`src/rtl/branch_ctrl_pkg.sv`:
```
// Shared types and constants for ID-stage branch hazard control.
package branch_ctrl_pkg;

    typedef enum logic [1:0] {
        IDLE  = 2'd0,
        STALL = 2'd1,
        FLUSH = 2'd2
    } state_t;

    localparam logic [1:0] MTR_ALU = 2'b00;
    localparam logic [1:0] MTR_MEM = 2'b01;
    localparam logic [1:0] MTR_PC  = 2'b10;

    localparam logic [1:0] LOAD_EX_STALL  = 2'd2;
    localparam logic [1:0] LOAD_MEM_STALL = 2'd1;

    // A producer stage feeds the branch if it writes a nonzero register the branch reads.
    function automatic logic src_match(input logic       wr,
                                       input logic [4:0] rw,
                                       input logic [4:0] rs,
                                       input logic [4:0] rt,
                                       input logic       uses_rt);
        return wr && (rw != 5'd0) && ((rw == rs) || (uses_rt && (rw == rt)));
    endfunction

endpackage

```
`src/rtl/sat_counter.sv`:
```
// Saturating up-counter with synchronous active-high reset.
module sat_counter #(
    parameter int W = 16
) (
    input  logic         clk,
    input  logic         rst,
    input  logic         en,
    output logic [W-1:0] q
);

    always_ff @(posedge clk) begin
        if (rst) begin
            q <= '0;
        end else if (en && (q != {W{1'b1}})) begin
            q <= q + {{(W-1){1'b0}}, 1'b1};
        end
    end

endmodule

```
`src/rtl/branch_hazard_ctrl.sv`:
```
// ID-stage branch hazard sequencer: load-use stalls on branch operands,
// IF/ID flush on taken branches, and saturating performance counters.
module branch_hazard_ctrl
    import branch_ctrl_pkg::*;
#(
    parameter int CNT_W = 16
) (
    input  logic             clk,
    input  logic             rst,
    input  logic             ext_stall,
    input  logic             kill,
    input  logic             id_branch,
    input  logic             id_uses_rt,
    input  logic [4:0]       id_rs,
    input  logic [4:0]       id_rt,
    input  logic             branch_taken,
    input  logic [4:0]       ex_rw,
    input  logic             ex_regWr,
    input  logic [1:0]       ex_memtoreg,
    input  logic [4:0]       mem_rw,
    input  logic             mem_regWr,
    input  logic [1:0]       mem_memtoreg,
    output logic             pc_stall,
    output logic             ifid_stall,
    output logic             idex_bubble,
    output logic             ifid_flush,
    output logic             busy,
    output logic [CNT_W-1:0] cnt_branch,
    output logic [CNT_W-1:0] cnt_taken,
    output logic [CNT_W-1:0] cnt_stall
);

    state_t     state_q, state_d;
    logic [1:0] scnt_q, scnt_d;
    logic [1:0] need;
    logic       ex_hit, mem_hit;
    logic       stall, flush, resolve;
    logic       abort;

    assign ex_hit  = src_match(ex_regWr, ex_rw, id_rs, id_rt, id_uses_rt);
    assign mem_hit = src_match(mem_regWr, mem_rw, id_rs, id_rt, id_uses_rt);
    assign abort   = kill || rst;

    // A newer EX producer shadows MEM: if EX is a non-load it forwards the live value.
    always_comb begin
        need = 2'd0;
        if (id_branch) begin
            if (ex_hit) begin
                need = (ex_memtoreg == MTR_MEM) ? LOAD_EX_STALL : 2'd0;
            end else if (mem_hit && (mem_memtoreg == MTR_MEM)) begin
                need = LOAD_MEM_STALL;
            end
        end
    end

    // The detecting IDLE cycle is itself the first stall cycle, so STALL
    // covers only the remaining need-1 cycles; scnt holds those minus one.
    always_comb begin
        state_d = state_q;
        scnt_d  = scnt_q;
        stall   = 1'b0;
        flush   = 1'b0;
        resolve = 1'b0;
        case (state_q)
            IDLE: begin
                if (id_branch) begin
                    if (need != 2'd0) begin
                        stall = 1'b1;
                        if (need > LOAD_MEM_STALL) begin
                            state_d = STALL;
                            scnt_d  = need - 2'd2;
                        end
                    end else begin
                        resolve = 1'b1;
                        if (branch_taken) begin
                            state_d = FLUSH;
                        end
                    end
                end
            end
            STALL: begin
                stall = 1'b1;
                if (scnt_q == 2'd0) begin
                    state_d = IDLE;
                end else begin
                    scnt_d = scnt_q - 2'd1;
                end
            end
            FLUSH: begin
                flush   = 1'b1;
                state_d = IDLE;
            end
            default: begin
                state_d = IDLE;
                scnt_d  = 2'd0;
            end
        endcase
        if (ext_stall) begin
            state_d = state_q;
            scnt_d  = scnt_q;
        end
        if (abort) begin
            state_d = IDLE;
            scnt_d  = 2'd0;
            stall   = 1'b0;
            flush   = 1'b0;
            resolve = 1'b0;
        end
    end

    always_ff @(posedge clk) begin
        if (rst) begin
            state_q <= IDLE;
            scnt_q  <= 2'd0;
        end else begin
            state_q <= state_d;
            scnt_q  <= scnt_d;
        end
    end

    assign pc_stall    = stall;
    assign ifid_stall  = stall;
    assign idex_bubble = stall;
    assign ifid_flush  = flush;
    assign busy        = (state_q != IDLE) && !abort;

    sat_counter #(.W(CNT_W)) u_cnt_branch (
        .clk (clk),
        .rst (rst),
        .en  (resolve && !ext_stall),
        .q   (cnt_branch)
    );

    sat_counter #(.W(CNT_W)) u_cnt_taken (
        .clk (clk),
        .rst (rst),
        .en  (resolve && branch_taken && !ext_stall),
        .q   (cnt_taken)
    );

    sat_counter #(.W(CNT_W)) u_cnt_stall (
        .clk (clk),
        .rst (rst),
        .en  (stall && !ext_stall),
        .q   (cnt_stall)
    );

endmodule
```
`config.mk`:
```
export PLATFORM = sky130hd
export DESIGN_NAME = branch_hazard_ctrl
export DESIGN_NICKNAME = d
export VERILOG_FILES = /design/src/rtl/branch_ctrl_pkg.sv /design/src/rtl/sat_counter.sv /design/src/rtl/branch_hazard_ctrl.sv
export SDC_FILE = /design/constraint.sdc
export NUM_CORES = 1
export LEC_CHECK = 0
export BUFFER_PORTS_ARGS = -buffer_cell sky130_fd_sc_hd__buf_2
export CELL_PAD_IN_SITES_DETAIL_PLACEMENT = 1
export CELL_PAD_IN_SITES_GLOBAL_PLACEMENT = 2
export CORE_ASPECT_RATIO = 0.7
export CORE_MARGIN = 1
export CORE_UTILIZATION = 30
export DETAILED_ROUTE_END_ITERATION = 6
export HOLD_SLACK_MARGIN = 0.12
export PLACE_DENSITY = 0.91
export SETUP_SLACK_MARGIN = 0.05
export SYNTH_ARGS = -nofsm -noshare
export SYNTH_HDL_FRONTEND = slang
export SYNTH_HIERARCHICAL = 1
export SYNTH_SLANG_ARGS = --single-unit
```
`constraint.sdc`:
```
create_clock -name clk -period 3.65 [get_ports clk]
set_clock_uncertainty 0.15 [all_clocks]
set_input_delay 0.1825 -clock clk [delete_from_list [all_inputs] [get_ports clk]]
set_output_delay 0.1825 -clock clk [all_outputs]
set_load 0.01 [all_outputs]
```
==> impl_metrics.ini <==
[cts]
numCtsBuffers = 5
cts_tree = done
cts.sinks = 52
cts_setup_buffers = 0
clk_latency_ns = 0.30
htreeDepth = 2
clk_pin_slew_ns = 0.07
root_buffer = clkbuf_16
clockBufferDepth = 2

[pwr]
vdd_drop_max_mv = 0.163
power_density_nw_per_um2 = 308
p_leak_nw = 1.48
power.total_w = 0.00120

[final_layout]
fillers = 1251
layout.nets = 493
layout-drive-gt1-share_pct = 25.2
n_antenna_cell = 0
stdcell_count = 589
area_growth_pct = 22.9

[logic_synthesis]
yosys-top-cells-count = dfxtp_1, a21oi_1, nor2_1
synth-edff-count = 0
synthCells = 376
avgSynthCellArea_um2 = 8.47
synthFlopType = dfxtp_1
ys_ff_latch = 52
syn_nets = 413
synth_area_um2 = 3190
yosysWarnings = 6
synth_cell_types = 47
synth_area_leaders = dfxtp_1, a21oi_1, or4_1
yosys.area.top_type = dfxtp_1
seq_area_frac_synth_pct = 32.7
synth_top_area_share_pct = 32.7
synth_async_sr_flop_share_pct = 0
synth_most_common_cell = dfxtp_1

[timing]
period_share_pct = 79.3
period_needed_ns = 2.89
tightestPinTransition_ns = 0.852
setup_violations = 0
relSlewSlack_pct = 42.8
final.setup.tns_ns = 0
rsz0062_at_grt = no
slew_violations = 0
finalHoldViolCount = 0
fmax_mhz = 346

[route]
ant_nets = 0
wl_um = 9270
drtPass1Iterations = 6
vias_per_cell = 5.38
drt_iter0_markers = 107
wire_per_inst_um = 15.7
drc_errors = 6
num_vias = 3169

[placement]
dpl.cell_count = 578
io_buffer_count = 85
gp_congestion = 0.854
dpl.hpwl_um = 6880

[worst_setup_path]
critPathArrivalTime_ns = 2.93
end_kind = register
cp.required_ns = 3.69
crit_type = primary input to register
startpoint_type = primary input
critical_path_peak_fanout = 11

[hold_path]
hp-class = primary input to register

[global_routing]
antenna_found_initial = 0
grt.busiest_layer = met2
use_met2_pct = 29.0
grt_pass1_wl_um = 15600
grt_max_degree = 35
met3_usage_pct = 3.02
gr-usage-met1_pct = 23.2
grt_pass1_vias = 3165
gr-total-overflow = 0
grt_use_total_pct = 17.4

[floorplan]
io_pins = 86
std_cell_rows = 31
die_h_um = 88.2
die_area_um2 = 11000
die_x_um = 125
start_util_pct = 30.9
core_um2 = 10300

[outcome]
violations = design-rule violations
status = finished, violations left

[run]
maxCapViolCount = 0
timing repair:
action                    4_1_cts  5_1_grt
hold endpoints to repair        3        0
hold buffers                    3        0
gates resized for setup         0        0
report_power, final:
| group | total (W) | switching [W] | internal, W |
|---|---|---|---|
| registers | 0.000569 | 0.00000158 | 0.000568 |
| logic | 0.0000802 | 0.0000467 | 0.0000334 |
| clock network | 0.000555 | 0.000229 | 0.000326 |
layer usage:
metal	part of all wire [%]	vias up	routed length (µm)
met2	46	46	4250
met5	0	-	0
met1	51	1521	4700
met3	2.7	6	253
met4	0.72	0	67
li1	-	1596	-
critical path, cell delays in order:
cell and delay (ns):
buf_2 0.13, xor2_1 0.15, nor4_2 0.28, a32oi_1 0.18, nor3_2 0.31, nor2b_4 0.10, a2111oi_4 0.51, nand2_1 0.35
nor4bb_1 0.37, mux2_2 0.37
metrics by stage:
stage          area, µm²  util [%]  hold WS, ns  setup WS (ns)
2_1_floorplan       3190         -        0.182          0.931
3_3_place_gp        3710      36.0        0.296          0.537
3_5_place_dp        3710      36.0        0.308          0.440
4_1_cts             3910      37.9        0.154          0.754
5_1_grt             3910      37.9        0.156          0.579
6_report            3910      37.9        0.153          0.756
final timing paths:
check / slack, ns / cells after the start / start / endpoint
setup / recovery: 0.76 / 10 / ex_rw[2] / u_cnt_stall/q[11]$_SDFFE_PP0P_
hold / removal: 0.15 / 2 / rst / u_cnt_stall/q[10]$_SDFFE_PP0P_
setup reg to reg: 1.20 / 5 / state_q[1]$_SDFFE_PP0P_ / u_cnt_taken/q[11]$_SDFFE_PP0P_
hold reg to reg: 0.32 / 2 / scnt_q[1]$_SDFFE_PP0P_ / scnt_q[1]$_SDFFE_PP0P_
flip-flops by register name, summed over array words and instances (netlist names):
name and count:
state_q 2, scnt_q 2, u_cnt_taken/q 16, u_cnt_branch/q 16, u_cnt_stall/q 16
final cells by class:
class	count	area (µm²)	area share, %
multi-input combinational	295	2020	51.7
timing repair buffer	89	463	11.8
inverter	13	48.8	1.25
sequential	52	1040	26.6
tap	132	165	4.22
clock buffer	5	125	3.20
clock inverter	3	46.3	1.18
cell families (layout without fill, tap and decap cells):
kind of cell	after synthesis	after routing	synth area share, %
compound gates	82	82	17.1
xor+xnor	26	26	7.15
fa+ha+maj	4	4	1.57
buf+inv	29	110	3.77
flops	52	52	32.7
mux	7	7	2.32
simple gates	176	176	35.4
layout by cell type (no fill, tap or decap), types with 4 or more instances in the layout:
| cell | instances |
|---|---|
| nor2b_1 | 6 |
| dfxtp_1 | 52 |
| o21ai_0 | 12 |
| inv_1 | 13 |
| nand3_1 | 19 |
| nand3b_1 | 4 |
| nand4_1 | 9 |
| clkbuf_16 | 5 |
| and3_1 | 4 |
| buf_2 | 85 |
| nor3_1 | 18 |
| xnor2_1 | 11 |
| nand2_1 | 21 |
| or4_1 | 22 |
| ha_1 | 4 |
| and4_1 | 10 |
| a21oi_1 | 35 |
| o31ai_1 | 19 |
| mux2i_1 | 4 |
| nor4_1 | 7 |
| xor2_1 | 15 |
| nor2_1 | 25 |
| or3_1 | 10 |
Power figures use the tool's default switching activity.
